$ cat src/rtl/lib_pkg.sv
// Shared branch types, FSM states and PC constants for branch_seq.
// Pure declarations: no latency. No backpressure.
// Holds one saturating-counter helper used by the statistics registers.
package lib_pkg;

    typedef enum logic [2:0] {
        BEQ  = 3'd0,
        BNE  = 3'd1,
        BLT  = 3'd4,
        BGE  = 3'd5,
        BLTU = 3'd6,
        BGEU = 3'd7
    } cmp_type_t;

    typedef enum logic [1:0] {
        IDLE     = 2'd0,
        EVAL     = 2'd1,
        REDIRECT = 2'd2
    } brseq_state_t;

    localparam int PC_STEP = 4;

    function automatic logic [15:0] sat_inc16(input logic [15:0] v);
        return (v == 16'hFFFF) ? v : v + 16'd1;
    endfunction

endpackage

$ cat src/rtl/cmp.sv
// Branch condition comparator: signed/unsigned compare of two operands.
// Latency: purely combinational. Backpressure: none.
// Encodings outside cmp_type_t resolve to not-taken.
module cmp
    import lib_pkg::*;
#(
    parameter int WIDTH = 32
) (
    input  cmp_type_t          cmp_type,
    input  logic [WIDTH-1:0]   rs1,
    input  logic [WIDTH-1:0]   rs2,
    output logic               taken
);

    always_comb begin
        taken = 1'b0;
        case (cmp_type)
            BEQ:     taken = (rs1 == rs2);
            BNE:     taken = (rs1 != rs2);
            BLT:     taken = ($signed(rs1) <  $signed(rs2));
            BGE:     taken = ($signed(rs1) >= $signed(rs2));
            BLTU:    taken = (rs1 <  rs2);
            BGEU:    taken = (rs1 >= rs2);
            default: taken = 1'b0;
        endcase
    end

endmodule

$ cat src/rtl/branch_seq.sv
// Branch resolution sequencer: captures a branch, evaluates it, issues a fetch redirect + flush.
// Latency: accept -> EVAL next cycle -> redirect/flush the cycle after; one branch per 2 cycles.
// Backpressure: in_ready only in IDLE; redirect held until redir_ready. BRSEQ_PREDICT_EN: redirect on mispredict only.
module branch_seq
    import lib_pkg::*;
#(
    parameter int WIDTH = 32
) (
    input  logic               clk,
    input  logic               rst_n,
    input  logic               in_valid,
    output logic               in_ready,
    input  cmp_type_t          in_cmp_type,
    input  logic [WIDTH-1:0]   in_rs1,
    input  logic [WIDTH-1:0]   in_rs2,
    input  logic [WIDTH-1:0]   in_pc,
    input  logic [WIDTH-1:0]   in_imm,
    input  logic               in_pred_taken,
    output logic               redir_valid,
    input  logic               redir_ready,
    output logic [WIDTH-1:0]   redir_pc,
    output logic               flush,
    output logic [15:0]        stat_br,
    output logic [15:0]        stat_redir
);

    brseq_state_t       state_q, state_d;
    cmp_type_t          cmp_type_q, cmp_type_d;
    logic [WIDTH-1:0]   rs1_q, rs1_d, rs2_q, rs2_d;
    logic [WIDTH-1:0]   pc_q, pc_d, imm_q, imm_d;
    logic [WIDTH-1:0]   redir_pc_q, redir_pc_d;
    logic               flush_q, flush_d;
    logic [15:0]        stat_br_q, stat_br_d, stat_redir_q, stat_redir_d;

    logic               taken;
    logic               redirect_req;
    logic [WIDTH-1:0]   target;
    logic [WIDTH-1:0]   redirect_pc;

    cmp #(.WIDTH(WIDTH)) cmp (
        .cmp_type (cmp_type_q),
        .rs1      (rs1_q),
        .rs2      (rs2_q),
        .taken    (taken)
    );

    assign target = pc_q + imm_q;

`ifdef BRSEQ_PREDICT_EN
    logic               pred_q, pred_d;
    logic [WIDTH-1:0]   fallthrough;

    assign fallthrough  = pc_q + WIDTH'(PC_STEP);
    assign redirect_req = (taken != pred_q);
    assign redirect_pc  = taken ? target : fallthrough;

    always_comb begin
        pred_d = pred_q;
        if (state_q == IDLE && in_valid) begin
            pred_d = in_pred_taken;
        end
    end

    always_ff @(posedge clk or negedge rst_n) begin
        if (!rst_n) begin
            pred_q <= 1'b0;
        end else begin
            pred_q <= pred_d;
        end
    end
`else
    logic pred_unused;

    assign pred_unused  = in_pred_taken;
    assign redirect_req = taken;
    assign redirect_pc  = target;
`endif

    always_comb begin
        state_d      = state_q;
        cmp_type_d   = cmp_type_q;
        rs1_d        = rs1_q;
        rs2_d        = rs2_q;
        pc_d         = pc_q;
        imm_d        = imm_q;
        redir_pc_d   = redir_pc_q;
        flush_d      = 1'b0;
        stat_br_d    = stat_br_q;
        stat_redir_d = stat_redir_q;
        case (state_q)
            IDLE: begin
                if (in_valid) begin
                    cmp_type_d = in_cmp_type;
                    rs1_d      = in_rs1;
                    rs2_d      = in_rs2;
                    pc_d       = in_pc;
                    imm_d      = in_imm;
                    state_d    = EVAL;
                end
            end
            EVAL: begin
                stat_br_d = sat_inc16(stat_br_q);
                if (redirect_req) begin
                    state_d      = REDIRECT;
                    redir_pc_d   = redirect_pc;
                    flush_d      = 1'b1;
                    stat_redir_d = sat_inc16(stat_redir_q);
                end else begin
                    state_d = IDLE;
                end
            end
            REDIRECT: begin
                // redir_pc returns to zero together with redir_valid
                if (redir_ready) begin
                    state_d    = IDLE;
                    redir_pc_d = '0;
                end
            end
            default: begin
                state_d    = IDLE;
                redir_pc_d = '0;
            end
        endcase
    end

    always_ff @(posedge clk or negedge rst_n) begin
        if (!rst_n) begin
            state_q      <= IDLE;
            cmp_type_q   <= BEQ;
            rs1_q        <= '0;
            rs2_q        <= '0;
            pc_q         <= '0;
            imm_q        <= '0;
            redir_pc_q   <= '0;
            flush_q      <= 1'b0;
            stat_br_q    <= '0;
            stat_redir_q <= '0;
        end else begin
            state_q      <= state_d;
            cmp_type_q   <= cmp_type_d;
            rs1_q        <= rs1_d;
            rs2_q        <= rs2_d;
            pc_q         <= pc_d;
            imm_q        <= imm_d;
            redir_pc_q   <= redir_pc_d;
            flush_q      <= flush_d;
            stat_br_q    <= stat_br_d;
            stat_redir_q <= stat_redir_d;
        end
    end

    assign in_ready    = (state_q == IDLE);
    assign redir_valid = (state_q == REDIRECT);
    assign redir_pc    = redir_pc_q;
    assign flush       = flush_q;
    assign stat_br     = stat_br_q;
    assign stat_redir  = stat_redir_q;

endmodule

$ cat config.mk
export PLATFORM = sky130hd
export DESIGN_NAME = branch_seq
export DESIGN_NICKNAME = d
export VERILOG_FILES = /design/src/rtl/lib_pkg.sv /design/src/rtl/cmp.sv /design/src/rtl/branch_seq.sv
export SDC_FILE = /design/constraint.sdc
export NUM_CORES = 1
export LEC_CHECK = 0
export CAP_MARGIN = 15
export CORE_MARGIN = 2
export CORE_UTILIZATION = 54
export DETAILED_ROUTE_END_ITERATION = 6
export GPL_ROUTABILITY_DRIVEN = 0
export PLACE_DENSITY = 0.87
export SYNTH_ARGS = -nofsm -noshare
export SYNTH_HDL_FRONTEND = slang
export SYNTH_SLANG_ARGS = --single-unit
$ cat constraint.sdc
create_clock -name clk -period 4.78 [get_ports clk]
set_input_delay 0.478 -clock clk [delete_from_list [all_inputs] [get_ports clk]]
set_output_delay 0.478 -clock clk [all_outputs]
set_load 0.005 [all_outputs]
==> results.sh, run 1 <==
export IMPL_outcome="complete, but fails checks"
export IMPL_failed_checks="design-rule violations"
export IMPL_hold_viol=0
export IMPL_postSynthCellCount=912
export IMPL_die_y_um=140
export IMPL_io_pins=203
export IMPL_diodes=0
export IMPL_synth_top_area_share_pct=49.6
export IMPL_cts_made_buffers=17
export IMPL_via_count=7622
export IMPL_avgSynthCellArea_um2=11.0
export IMPL_rsz0062_at_grt="false"
export IMPL_critPathKind="flop to flop"
export IMPL_finalCriticalPeriod_ns=3.72
export IMPL_die_w_um=140
export IMPL_grt_pass1_vias=7803
export IMPL_drive_gt1_share_pct=13.6
export IMPL_post_route_period_util_pct=77.9
export IMPL_max_freq_mhz=269
export IMPL_worst_pin_slew_ns=1.10
export IMPL_start_util_pct=55.2
export IMPL_powerDensity_nw_per_um2=694
export IMPL_fin_cells=1344
export IMPL_start_kind="flop"
export IMPL_yosys_area_top_type="dfrtp_1"
export IMPL_ys_top_cells_by_area="dfrtp_1 (50%), mux2_2 (12%), ha_1 (8.1%)"
export IMPL_drv_cap=0
export IMPL_antenna_found_initial=0
export IMPL_finalSetupViolCount=0
export IMPL_cts_htree_levels=4
export IMPL_hold_buffers=0
export IMPL_hold_class="input pin to async pin"
export IMPL_seq_area_frac_synth_pct=49.6
export IMPL_crit_start="rs1_q[23]"
export IMPL_timing_hold_ws_ns=0.162
export IMPL_io_buffer_count=201
export IMPL_fin_skew_ns=0.00914
export IMPL_drc=15
export IMPL_r2r_start="rs1_q[23]"
export IMPL_finalWirelength_um=23700
export IMPL_cts_setup_buffers=0
export IMPL_crit_fanout=13
export IMPL_synth_fp_nets=1114
export IMPL_root_buffer="clkbuf_16"
export IMPL_required_ns=5.13
export IMPL_synth_main_ff_cell="dfrtp_1"
export IMPL_syn_cell_area_um2=9990
export IMPL_async_flop_share_pct=100
export IMPL_slew_headroom_pct=26.5
export IMPL_post_route_util_pct=70.6
export IMPL_clkTransAtPathRegs_ns=0.07
export IMPL_worstRegToRegCells=10
export IMPL_slew_violations=0
export IMPL_grt_pass1_wl_um=39200
export IMPL_dp_cells=1313
export IMPL_rr_endpoint="stat_redir[10]"
export IMPL_coreArea_um2=18100
export IMPL_cts_resized=0
export IMPL_hpwl_um=17200
export IMPL_yosysWarnings=0
export IMPL_ys_seq_elements=198
export IMPL_cp_arrival_ns=4.07
export IMPL_clock_sinks=198
export IMPL_ys_types=61
export IMPL_p_leak_nw=5.55
export IMPL_drtIter0Drc=452
export IMPL_clock_latency_ns=0.43
export IMPL_routedWlPerCell_um=17.7
export IMPL_grt_usage_pct=25.0
export IMPL_syn_to_final_growth_pct=27.8
export IMPL_cts_tree="built"
export IMPL_firstDrtPassIters=7
export IMPL_grt_ovfl_total=0
export IMPL_grt_max_degree=133
export IMPL_reg2reg_setup_slack_ns=1.06
export IMPL_cts_path_max_buffers=2
export IMPL_fp_row_count=49
export IMPL_synth_edf_count=0
export IMPL_die_area_um2=19600
export IMPL_ant_nets=0
export IMPL_fin_setup_tns_ns=0
export IMPL_peakVddDrop_mv=0.573
export IMPL_viasPerCell=5.67
export IMPL_crit_path_end_kind="flop"
export IMPL_fin_nets=1305
[through the flow]
step | instance area, um^2 | worst slack (ns) | total power [mW]
after global routing | 12800 | 0.850 | 9.58
after CTS | 12800 | 1.10 | 8.88
after detailed placement | 12200 | 1.12 | 7.40
final | 12800 | 1.06 | 8.86
after floorplan | 9990 | 1.94 | 6.05
after global placement | 12200 | 1.24 | 7.17
[routing by layer]
layer | GRT usage, % | vias to the layer above | share of wire, %
li1 | - | 3619 | -
met1 | 32.4 | 3722 | 42
met2 | 41.8 | 240 | 49
met3 | 4.89 | 41 | 5.9
met4 | 10.2 | 0 | 2.6
met5 | 0 | - | 0
[how the worst max path moves through the flow]
stage,to,slack [ns],cells after the start
final,stat_redir[10],1.06,10
after detailed placement,stat_redir[10],1.12,10
after CTS,stat_redir[10],1.10,10
after global placement,stat_redir[10],1.24,10
after floorplan,stat_redir[14],1.94,11
after global routing,stat_redir[15],0.85,10
[critical path: stages, from the launching register on]
cell and delay [ns]:
dfrtp_1 0.39, ha_1 0.33, nand4_1 0.21, nor4_1 0.56
nor2_1 0.08, mux2_2 0.27, o31ai_1 0.21, o311a_2 0.44
nand3_1 0.56, nor3_1 0.39, xor2_1 0.18
[report_power, final]
part	total (mW)	switching [mW]	internal, mW
Combinational	4.61	2.40	2.21
Sequential	2.85	0.453	2.40
Clock	1.40	0.631	0.768
Total	8.86	3.49	5.38
[area by class of cell]
type / instances / area, um^2
inverters: 42 / 158
clock buffers: 19 / 433
flip-flops and latches: 198 / 4950
fillers: 1292 / 5320
repair buffers: 206 / 2070
well taps: 229 / 287
multi-input cells: 638 / 4740
clock inverters: 12 / 131
[cell usage after synthesis (5+ instances only)]
master	count
ha_1	65
xor2_1	30
nor2_1	30
o21ai_1	5
clkbuf_1	28
dfrtp_1	198
a21o_1	13
o21ai_0	71
nand4_1	19
xnor2_1	27
inv_1	41
nand3_1	28
and3_1	5
a211oi_1	5
a22o_1	6
a21oi_1	40
nand2_1	103
nor3_1	10
mux2_2	103
mux2i_1	7
[layout by cell type (no fill, tap or decap), types with 3 or more instances in the layout]
master / instances
a211oi_1: 5
a22o_1: 6
o21bai_1: 4
o211ai_1: 4
dfrtp_1: 198
nand2_1: 103
buf_4: 4
nor3_1: 10
and4_1: 4
a211o_1: 4
and3_1: 5
a31oi_1: 3
clkinvlp_4: 4
nor3_2: 3
inv_1: 41
ha_1: 65
o21ai_1: 5
xor2_1: 30
nand2b_1: 4
clkdlybuf4s50_1: 200
nor2b_1: 3
clkinv_2: 3
a21o_1: 13
o21ai_0: 71
xnor2_1: 27
nand4_1: 19
mux2i_1: 7
mux2_2: 103
or2_2: 3
clkbuf_16: 17
a21oi_1: 40
nor2_1: 30
nor4_1: 4
nand3_1: 28
[sequential cells by signal (all words and copies together) (netlist names)]
name / count
imm_q: 32
rs1_q: 32
stat_br: 16
redir_pc: 32
cmp_type_q: 3
flush: 1
pc_q: 32
stat_redir: 16
state_q: 2
rs2_q: 32
[kinds of logic (layout without fill, tap and decap cells)]
group / after synthesis / count (layout) / share of synthesized area, %
and+or+nand+nor: 226 / 226 / 10.7
DFF: 198 / 198 / 49.6
AOI/OAI and AO/OA: 178 / 178 / 10.9
muxes: 111 / 111 / 12.5
buffers and inverters: 76 / 279 / 3.02
adders and majority gates: 66 / 66 / 8.34
xor gates and xnor gates: 57 / 57 / 5.00
Note: power is estimated with default switching activity, not from simulation.
==> run 2: changes to the inputs <==
Settings changed: CORE_UTILIZATION 54 to 52, PLACE_DENSITY 0.87 to 0.85.
Clock period 4.78 ns to 3.8 ns, I/O delays scaled along.
==> results.sh, run 2 (same netlist as run 1, synthesis figures left out) <==
export IMPL_rsz0062_at_grt="false"
export IMPL_drv_cap=0
export IMPL_hold_viol=4
export IMPL_reg2reg_setup_slack_ns=0.42
export IMPL_root_buffer="clkbuf_16"
export IMPL_grt_ovfl_total=0
export IMPL_cts_made_buffers=17
export IMPL_routedWlPerCell_um=17.3
export IMPL_crit_fanout=12
export IMPL_via_count=7590
export IMPL_outcome="complete, but fails checks"
export IMPL_peakVddDrop_mv=0.482
export IMPL_antenna_found_initial=0
export IMPL_start_util_pct=53.2
export IMPL_grt_pass1_wl_um=37600
export IMPL_hold_class="input pin to async pin"
export IMPL_slew_headroom_pct=50.1
export IMPL_finalCriticalPeriod_ns=3.38
export IMPL_finalWirelength_um=23400
export IMPL_fp_row_count=50
export IMPL_grt_max_degree=94
export IMPL_required_ns=4.10
export IMPL_final_common_cell="clkdlybuf4s50_1"
export IMPL_viasPerCell=5.60
export IMPL_p_leak_nw=5.62
export IMPL_clock_sinks=198
export IMPL_timing_hold_ws_ns=-0.00651
export IMPL_worst_pin_slew_ns=0.748
export IMPL_cts_htree_levels=4
export IMPL_firstDrtPassIters=5
export IMPL_die_area_um2=20300
export IMPL_cts_path_max_buffers=2
export IMPL_diodes=0
export IMPL_grt_pass1_vias=7686
export IMPL_slew_violations=0
export IMPL_hpwl_um=17500
export IMPL_drtIter0Drc=413
export IMPL_die_w_um=143
export IMPL_grt_usage_pct=23.5
export IMPL_ant_nets=0
export IMPL_start_kind="flop"
export IMPL_clkTransAtPathRegs_ns=0.07
export IMPL_io_pins=203
export IMPL_hold_buffers=0
export IMPL_fin_setup_tns_ns=0
export IMPL_io_buffer_count=201
export IMPL_finalSetupViolCount=0
export IMPL_syn_to_final_growth_pct=29.1
export IMPL_cp_arrival_ns=3.69
export IMPL_post_route_util_pct=68.7
export IMPL_critPathKind="flop to flop"
export IMPL_failed_checks="negative hold slack"
export IMPL_max_freq_mhz=295
export IMPL_powerDensity_nw_per_um2=879
export IMPL_fin_skew_ns=0.0145
export IMPL_die_y_um=143
export IMPL_drive_gt1_share_pct=14.3
export IMPL_final_cell_mix="clkdlybuf4s50_1 (200), dfrtp_1 (198), nand2_1 (103), mux2_2 (103), o21ai_0 (71)"
export IMPL_clock_latency_ns=0.43
export IMPL_drc=0
export IMPL_fin_nets=1311
export IMPL_cts_tree="built"
export IMPL_coreArea_um2=18800
export IMPL_crit_path_end_kind="flop"
export IMPL_post_route_period_util_pct=89.1
## run 2: changes by cell type in the layout (fill, tap and decap cells not counted)
| cell | delta |
|---|---|
| buf_12 | +1 |
| buf_4 | +5 |
| bufinv_16 | +1 |
| clkbuf_1 | -1 |
| clkbuf_8 | +2 |
| clkinv_2 | -1 |
| clkinv_4 | -1 |
| clkinvlp_4 | -2 |
| inv_8 | +3 |
| nand3_1 | -1 |
| nand3_2 | +1 |
## run 2: timing repair
action	4_1_cts	5_1_grt
resized for setup	0	1
hold endpoints to repair	0	0
setup buffers	0	0
endpoints found under the setup margin	0	8
## run 2: layout make-up
| type | instances | area [um^2] |
|---|---|---|
| fillers | 1330 | 5870 |
| flip-flops and latches | 198 | 4950 |
| multi-input cells | 638 | 4740 |
| repair buffers | 212 | 2120 |
| clock buffers | 20 | 457 |
| well taps | 234 | 293 |
| clock inverters | 12 | 166 |
| inverters | 42 | 158 |
## run 2: critical path: stages, from the launching register on
cell     delay (ns)
dfrtp_1        0.33
inv_1          0.05
ha_1           0.31
nand4_1        0.21
nor4_1         0.63
nor2_1         0.09
mux2_2         0.28
o31ai_1        0.22
o311a_2        0.35
and2_4         0.32
nand4_1        0.15
mux2_4         0.32
## run 2: stage by stage
stage               instance area (um^2)  hold slack [ns]  worst slack, ns  std cells  power [mW]
floorplan                           9990           0.0844            0.959        912        7.61
global placement                   12300            0.464            0.414       1324        9.10
global route                       12900           0.0468            0.158       1356        12.2
CTS                                12900           0.0369            0.223       1356        11.3
detailed placement                 12300            0.477            0.260       1324        9.38
finish                             12900         -0.00651            0.416       1356        11.3
## run 2: power by group
part | switching [mW] | internal, mW
Combinational | 3.04 | 2.80
Sequential | 0.563 | 3.02
Clock | 0.821 | 1.09
## run 2: final timing paths
kind	start	to	cells after the start
min in group clk	redir_pc[23]	redir_pc[23]	1
max	rs2_q[23]	stat_redir[14]	11
min	rst_n	rs2_q[13]	1
min reg2reg	redir_pc[23]	redir_pc[23]	1
max in group asynchronous	rst_n	imm_q[1]	2
max reg2reg	rs2_q[23]	stat_redir[14]	11
## run 2: per-layer routing
metal  global-route usage (%)  routed length, um  vias up  share of wire (%)
met5                        0                  0        -                  0
met4                     7.03                420        0                1.8
met3                     5.23               1480       31                6.3
met2                     39.6              11500      246                 49
met1                     30.4              10100     3687                 43
li1                         -                  -     3626                  -
